<file path="src/rtl/audio_pkg.sv">
// audio_pkg: shared widths and helpers for the audio level meter and the
// display logic that consumes its 4-bit level.
//   mag_to_level    : 16-bit magnitude -> 4-bit level (0..15)
//   level_to_thermo : 4-bit level -> 16-bit thermometer code, bits [lvl-1:0] set
package audio_pkg;

  localparam int             AUDIO_W   = 16;
  localparam int             LEVEL_W   = 4;
  localparam logic [LEVEL_W-1:0] LEVEL_MAX = 4'd15;

  // Full-scale magnitude (16'h8000) has bit 15 set and saturates to the top
  // level; everything below uses the next four bits as a linear step.
  function automatic logic [LEVEL_W-1:0] mag_to_level(input logic [AUDIO_W-1:0] mag);
    logic [LEVEL_W-1:0] lvl;
    if (mag[15]) lvl = LEVEL_MAX;
    else         lvl = mag[14:11];
    return lvl;
  endfunction

  function automatic logic [AUDIO_W-1:0] level_to_thermo(input logic [LEVEL_W-1:0] lvl);
    logic [AUDIO_W:0] one_hot;
    one_hot = 17'(1) << lvl;
    return one_hot[AUDIO_W-1:0] - 16'd1;
  endfunction

endpackage

</file>
<file path="src/rtl/peak_hold_decay.sv">
// peak_hold_decay: holds the displayed level with timed single-step decay and
// stretches the clip indicator over several windows.
// Ports:
//   clk, reset     : clock, synchronous active-high reset
//   close_i        : one-cycle window-close strobe
//   new_level_i    : level of the window being closed
//   wclip_i        : window being closed contained a clipping sample
//   level_o        : held/decayed level
//   led_bar_o      : thermometer code of level_o
//   clip_o         : clip indicator
module peak_hold_decay
  import audio_pkg::*;
#(
  parameter int DECAY_WINDOWS = 8,
  parameter int CLIP_HOLD     = 16
) (
  input  logic               clk,
  input  logic               reset,
  input  logic               close_i,
  input  logic [LEVEL_W-1:0] new_level_i,
  input  logic               wclip_i,
  output logic [LEVEL_W-1:0] level_o,
  output logic [AUDIO_W-1:0] led_bar_o,
  output logic               clip_o
);

  // +1 keeps the widths non-zero when either parameter is 1.
  localparam int DCW = $clog2(DECAY_WINDOWS + 1);
  localparam int CCW = $clog2(CLIP_HOLD + 1);

  logic [LEVEL_W-1:0] held_q, held_d;
  logic [DCW-1:0]     decay_cnt_q, decay_cnt_d;
  logic [CCW-1:0]     clip_cnt_q, clip_cnt_d;
  logic               clip_q, clip_d;
  logic [AUDIO_W-1:0] led_bar_q;

  always_comb begin
    held_d      = held_q;
    decay_cnt_d = decay_cnt_q;
    clip_cnt_d  = clip_cnt_q;
    clip_d      = clip_q;
    if (close_i) begin
      // A louder (or equal) window restarts the decay period; otherwise the
      // held level drops one step every DECAY_WINDOWS quiet windows. new < held
      // in the decrement branch, so held is at least 1 there.
      if (new_level_i >= held_q) begin
        held_d      = new_level_i;
        decay_cnt_d = '0;
      end else if (decay_cnt_q == DCW'(DECAY_WINDOWS - 1)) begin
        held_d      = held_q - 4'd1;
        decay_cnt_d = '0;
      end else begin
        decay_cnt_d = decay_cnt_q + 1'b1;
      end

      if (wclip_i) begin
        clip_d     = 1'b1;
        clip_cnt_d = CCW'(CLIP_HOLD - 1);
      end else if (clip_cnt_q != '0) begin
        clip_cnt_d = clip_cnt_q - 1'b1;
      end else begin
        clip_d = 1'b0;
      end
    end
  end

  always_ff @(posedge clk) begin
    if (reset) begin
      held_q      <= '0;
      decay_cnt_q <= '0;
      clip_cnt_q  <= '0;
      clip_q      <= 1'b0;
      led_bar_q   <= '0;
    end else begin
      held_q      <= held_d;
      decay_cnt_q <= decay_cnt_d;
      clip_cnt_q  <= clip_cnt_d;
      clip_q      <= clip_d;
      // held_d equals held_q outside a close, so this only changes at a close.
      led_bar_q   <= level_to_thermo(held_d);
    end
  end

  assign level_o   = held_q;
  assign led_bar_o = led_bar_q;
  assign clip_o    = clip_q;

endmodule

</file>
<file path="src/rtl/audio_level_meter.sv">
// audio_level_meter: windowed peak meter for an unsigned 16-bit sample stream.
// Ports:
//   clk, reset   : clock, synchronous active-high reset
//   sample_valid : audio_in accepted this cycle
//   audio_in     : unsigned sample, MIDPOINT is silence
//   level        : held/decayed peak level 0..15
//   level_valid  : one-cycle pulse when level updates at a window close
//   led_bar      : thermometer code of level
//   clip         : clip indicator, stretched over CLIP_HOLD windows
// Pipeline: stage 1 registers the magnitude and a last-of-window flag; stage 2
// folds it into the running peak and, on the last sample, closes the window.
module audio_level_meter
  import audio_pkg::*;
#(
  parameter logic [AUDIO_W-1:0] MIDPOINT       = 16'h8000,
  parameter int                 WINDOW_SAMPLES = 1024,
  parameter int                 DECAY_WINDOWS  = 8,
  parameter logic [AUDIO_W-1:0] CLIP_THRESH    = 16'h7F00,
  parameter int                 CLIP_HOLD      = 16
) (
  input  logic               clk,
  input  logic               reset,
  input  logic               sample_valid,
  input  logic [AUDIO_W-1:0] audio_in,
  output logic [LEVEL_W-1:0] level,
  output logic               level_valid,
  output logic [AUDIO_W-1:0] led_bar,
  output logic               clip
);

  localparam int WCW = $clog2(WINDOW_SAMPLES);

  // Stage 1
  logic [WCW-1:0]     win_cnt_q, win_cnt_d;
  logic [AUDIO_W-1:0] mag_q, mag_d;
  logic               s1_valid_q, s1_last_q, s1_last_d;

  // Stage 2
  logic [AUDIO_W-1:0] peak_q, pk;
  logic               win_clip_q, wclip;
  logic               level_valid_q;
  logic               close;

  // Exact |audio_in - MIDPOINT|; the subtraction order avoids wraparound.
  always_comb begin
    if (audio_in >= MIDPOINT) mag_d = audio_in - MIDPOINT;
    else                      mag_d = MIDPOINT - audio_in;
    s1_last_d = (win_cnt_q == WCW'(WINDOW_SAMPLES - 1));
    win_cnt_d = s1_last_d ? '0 : win_cnt_q + 1'b1;
  end

  always_ff @(posedge clk) begin
    if (reset) begin
      win_cnt_q  <= '0;
      mag_q      <= '0;
      s1_valid_q <= 1'b0;
      s1_last_q  <= 1'b0;
    end else begin
      s1_valid_q <= sample_valid;
      if (sample_valid) begin
        win_cnt_q <= win_cnt_d;
        mag_q     <= mag_d;
        s1_last_q <= s1_last_d;
      end
    end
  end

  assign pk    = (mag_q > peak_q) ? mag_q : peak_q;
  assign wclip = win_clip_q | (mag_q >= CLIP_THRESH);
  assign close = s1_valid_q & s1_last_q;

  // On a close the accumulators clear so the next window's first sample,
  // arriving in stage 2 one edge later, starts from zero.
  always_ff @(posedge clk) begin
    if (reset) begin
      peak_q        <= '0;
      win_clip_q    <= 1'b0;
      level_valid_q <= 1'b0;
    end else begin
      level_valid_q <= close;
      if (s1_valid_q) begin
        if (s1_last_q) begin
          peak_q     <= '0;
          win_clip_q <= 1'b0;
        end else begin
          peak_q     <= pk;
          win_clip_q <= wclip;
        end
      end
    end
  end

  peak_hold_decay #(
    .DECAY_WINDOWS(DECAY_WINDOWS),
    .CLIP_HOLD    (CLIP_HOLD)
  ) u_hold (
    .clk        (clk),
    .reset      (reset),
    .close_i    (close),
    .new_level_i(mag_to_level(pk)),
    .wclip_i    (wclip),
    .level_o    (level),
    .led_bar_o  (led_bar),
    .clip_o     (clip)
  );

  assign level_valid = level_valid_q;

endmodule

</file>
<file path="config.mk">
export PLATFORM = sky130hd
export DESIGN_NAME = audio_level_meter
export DESIGN_NICKNAME = d
export VERILOG_FILES = /design/src/rtl/audio_pkg.sv /design/src/rtl/peak_hold_decay.sv /design/src/rtl/audio_level_meter.sv
export SDC_FILE = /design/constraint.sdc
export NUM_CORES = 1
export LEC_CHECK = 0
export CORE_MARGIN = 5
export CORE_UTILIZATION = 57
export CTS_CLUSTER_DIAMETER = 100
export DETAILED_ROUTE_END_ITERATION = 8
export GPL_TIMING_DRIVEN = 0
export PLACE_DENSITY_LB_ADDON = 0.3
export SYNTH_ARGS = -nofsm -noshare
export SYNTH_HDL_FRONTEND = slang
export SYNTH_SLANG_ARGS = --single-unit
</file>
<file path="constraint.sdc">
create_clock -name clk -period 5.91 [get_ports clk]
set_clock_uncertainty 0.1 [all_clocks]
set_input_delay 1.182 -clock clk [delete_from_list [all_inputs] [get_ports clk]]
set_output_delay 1.182 -clock clk [all_outputs]
set_load 0.01 [all_outputs]
</file>
==> impl_metrics.json <==
{
  "clock_latency_ps": 360,
  "cts_max_path_buffers": 2,
  "clockRootBuffer": "clkbuf_8",
  "cts_tree": "built",
  "cts_sinks": 76,
  "ys_ff_latch": 76,
  "netlist-cell-type-count": 56,
  "whs_path_depth": 2,
  "synth_top_family_by_area": "simple AND/OR/NAND/NOR gates",
  "synthTopCellsByArea": "dfxtp_1, ha_1, nor2_1, a21oi_1, a22oi_1",
  "highest_layer": "met4",
  "synthArstFlopShare_pct": 0,
  "wl_met1_um": 4150,
  "slew_viol_final": 0,
  "grt.overflow.total": 0,
  "fin_crit_sh_pct": 93.74,
  "synth_top_cell_area_share_pct": 37.01,
  "cts_hold_buf": 0,
  "die_y_um": 94.93,
  "path_cells": "inv_1, ha_1, nand4_2, nor4_2, a21bo_2, a41oi_2, o2bb2ai_1, ha_1, nand2b_1, a21o_1, a21o_1, a21oi_4, nor2_1, a221o_2, buf_4, nor3_2, nand2_1, ha_1, buf_2, nor3_2, nand3_1, a31oi_1",
  "hold_viol": 0,
  "fin_nets": 598,
  "antenna_found_initial": 0,
  "drtIter0Drc": 259,
  "clk_pin_slew_worst_paths_ps": 70,
  "syn_area_um2": 4111,
  "synth.avg_cell_area_um2": 8.190,
  "register_area_um2": 1521,
  "synth_top_area_cell": "dfxtp_1",
  "drt_wl_total_um": 9504,
  "crit_family": "compound AO/OA/AOI/OAI gates",
  "timing.fmax_mhz": 180.5,
  "critPathCaptureType": "flop",
  "cp.arrival_ps": 5730,
  "critPathMaxFanout": 10,
  "rsz0062_at_grt": "false",
  "required_ps": 6100,
  "numPortBuffers": 39,
  "place_congestion": 0.8986,
  "cts.repair.resized": 0,
  "status": "finished, final reports clean",
  "ioPinCount": 41,
  "drcViolationCount": 0,
  "firstDrtPassIters": 6,
  "dp_hpwl_um": 7133,
  "nFillCells": 629,
  "critPathKind": "reg -> reg",
  "rr_worst_depth": 22,
  "max_slew_margin_pct": 46.00,
  "ys.flop_type": "dfxtp_1",
  "p_per_area_nw_per_um2": 258.5,
  "start_util_pct": 57.61,
  "layout-drive-gt1-share_pct": 6.822,
  "coreArea_um2": 7137,
  "finalSetupViolations": 0,
  "rows": 31,
  "via_count": 3750,
  "yosys.area_share.simple_pct": 23.01,
  "wl_met2_um": 4670,
  "synth_compound_area_share_pct": 19.29,
  "cpPeakStageDelay_ps": 410,
  "die_area_um2": 9012,
  "grt_start_max_net_pins": 14,
  "leakage_nw": 1.805,
  "setup_tns_ps": 0,
  "yosys_warnings": 0,
  "htreeDepth": 3,
  "synth_mux_area_share_pct": 2.191,
  "ir_worst_vdd_mv": 0.1914,
  "diodes": 0,
  "met3_length_um": 484,
  "cts_setup_buffers": 0,
  "wl_per_cell_um": 14.49,
  "seq_area_frac_synth_pct": 37.01,
  "synth-edff-count": 0,
  "crit_path_top_delay_cell": "nor4_2",
  "cp_num_buf_inv": 3,
  "drv_cap": 0,
  "fp.dieW_um": 94.93,
  "cp.depth": 22,
  "cpMostUsedCell": "ha_1",
  "hp-class": "reg -> reg",
  "synth-xor-area-share_pct": 4.687,
  "min_period_ps": 5540,
  "multi_input_area_um2": 2380,
  "finalPower_w": 0.001255,
  "critical_path.startpoint_type": "flop",
  "tightest_slew_ps": 810.0,
  "vias_per_cell": 5.716,
  "cts_buffers": 9,
  "grtUsageTotal_pct": 22.52,
  "grt_pass1_vias": 3521,
  "syn-num-nets": 548,
  "syn-instance-count": 502,
  "antenna_left": 0,
  "grt_pass1_wl_um": 16130,
  "yosys.area_share.adder_pct": 8.217,
  "syn_to_final_growth_pct": 18.11
}
==> layout by cell type, fill, tap and decap left out, drive strengths merged, types with 13 or more instances in the layout <==
master,synthesis,routed
a21oi,47,47
dfxtp,76,76
clkdlybuf4s50,0,39
inv,32,33
nor2,82,82
nand2,28,28
nand3,13,13
o21ai,21,21
a22oi,17,17
clkbuf,18,28
ha,27,27
==> power by group <==
group	total, W	internal [W]	switching, W
clock network	0.000431	0.000238	0.000193
registers	0.000547	0.000529	0.0000184
logic	0.000277	0.000108	0.000169
==> sequential cells by signal (all words and copies together), names as in the netlist <==
name / count
level_valid: 1
mag_q: 16
peak_q: 16
s1_last_q: 1
s1_valid_q: 1
u_hold.clip_cnt_q: 5
u_hold.clip_o: 1
u_hold.decay_cnt_q: 4
u_hold.led_bar_o: 16
u_hold.level_o: 4
win_clip_q: 1
win_cnt_q: 10
==> cell type report <==
| class | count | share of cell area, % |
|---|---|---|
| plain buffers | 24 | 2.190 |
| clock buffers | 10 | 2.628 |
| clock inverters | 6 | 1.778 |
| inverters | 32 | 2.474 |
| multi-input cells | 370 | 49.01 |
| flip-flops and latches | 76 | 31.33 |
| well taps | 99 | 2.551 |
| repair buffers | 39 | 8.039 |
==> worst paths after layout <==
check	from	endpoint	slack, ps
setup reg to reg	peak_q[15]$_SDFFE_PP0P_	u_hold.led_bar_o[4]$_SDFF_PP0_	370
hold / removal	u_hold.clip_o$_SDFFE_PP0P_	u_hold.clip_o$_SDFFE_PP0P_	380
setup / recovery	peak_q[15]$_SDFFE_PP0P_	u_hold.led_bar_o[4]$_SDFF_PP0_	370
hold reg to reg	u_hold.clip_o$_SDFFE_PP0P_	u_hold.clip_o$_SDFFE_PP0P_	380
==> layer usage <==
layer,track usage (%),up-vias
met4,9.375,0
met3,3.426,17
li1,-,1868
met5,0,-
met1,27.63,1759
met2,39.11,106
==> kinds of logic after synthesis <==
logic type | after synthesis
XOR/XNOR | 22
flip-flops | 76
adder cells (fa/ha/maj) | 27
multiplexers | 9
AND/OR/NAND/NOR | 189
buffers and inverters | 56
other | 1
AO/OA/AOI/OAI | 122
==> cell usage after synthesis (2+ instances only) <==
master and instances:
a211oi_1 9, o211ai_1 4, nor3_1 11, and2_1 2, and3_1 2, ha_1 27, clkbuf_1 18, buf_4 2
nor2_1 81, a22oi_1 17, nor4_1 5, a21o_1 4, nand4b_1 2, o2bb2ai_1 2, a221oi_1 3, nor4_2 3
nand4_1 7, or3_1 10, mux2i_1 9, nand3_1 12, xnor2_1 11, nor3b_1 2, nor2b_1 4, dfxtp_1 76
a311oi_1 2, nand2_1 28, a21oi_1 47, a31oi_1 3, nand2b_1 9, xor2_1 11, a2bb2oi_2 2, nand3b_1 2
buf_1 2, o21ai_0 20, inv_1 32
==> through the flow <==
step                cell area [um2]  utilization, %  worst slack, ps  hold WS [ps]  cells
finish                         4856           68.04            370.2         376.7    656
global route                   4856           68.04            30.99         424.9    656
CTS                            4840           67.81            71.33         382.4    656
detailed placement             4626           64.81            239.0         372.1    640
global placement               4626           64.81            424.1         360.8    640
floorplan                      4111               -            969.2         348.5    502
==> worst reg2reg max path: stages (launching register included) <==
cell and delay (ps):
dfxtp_1 390, inv_1 90, ha_1 330, nand4_2 190
nor4_2 410, a21bo_2 300, a41oi_2 320, o2bb2ai_1 190
ha_1 300, nand2b_1 140, a21o_1 170, a21o_1 240
a21oi_4 270, nor2_1 140, a221o_2 390, buf_4 190
nor3_2 230, nand2_1 110, ha_1 260, buf_2 190
nor3_2 240, nand3_1 100, a31oi_1 190
Power figures use the tool's default switching activity.
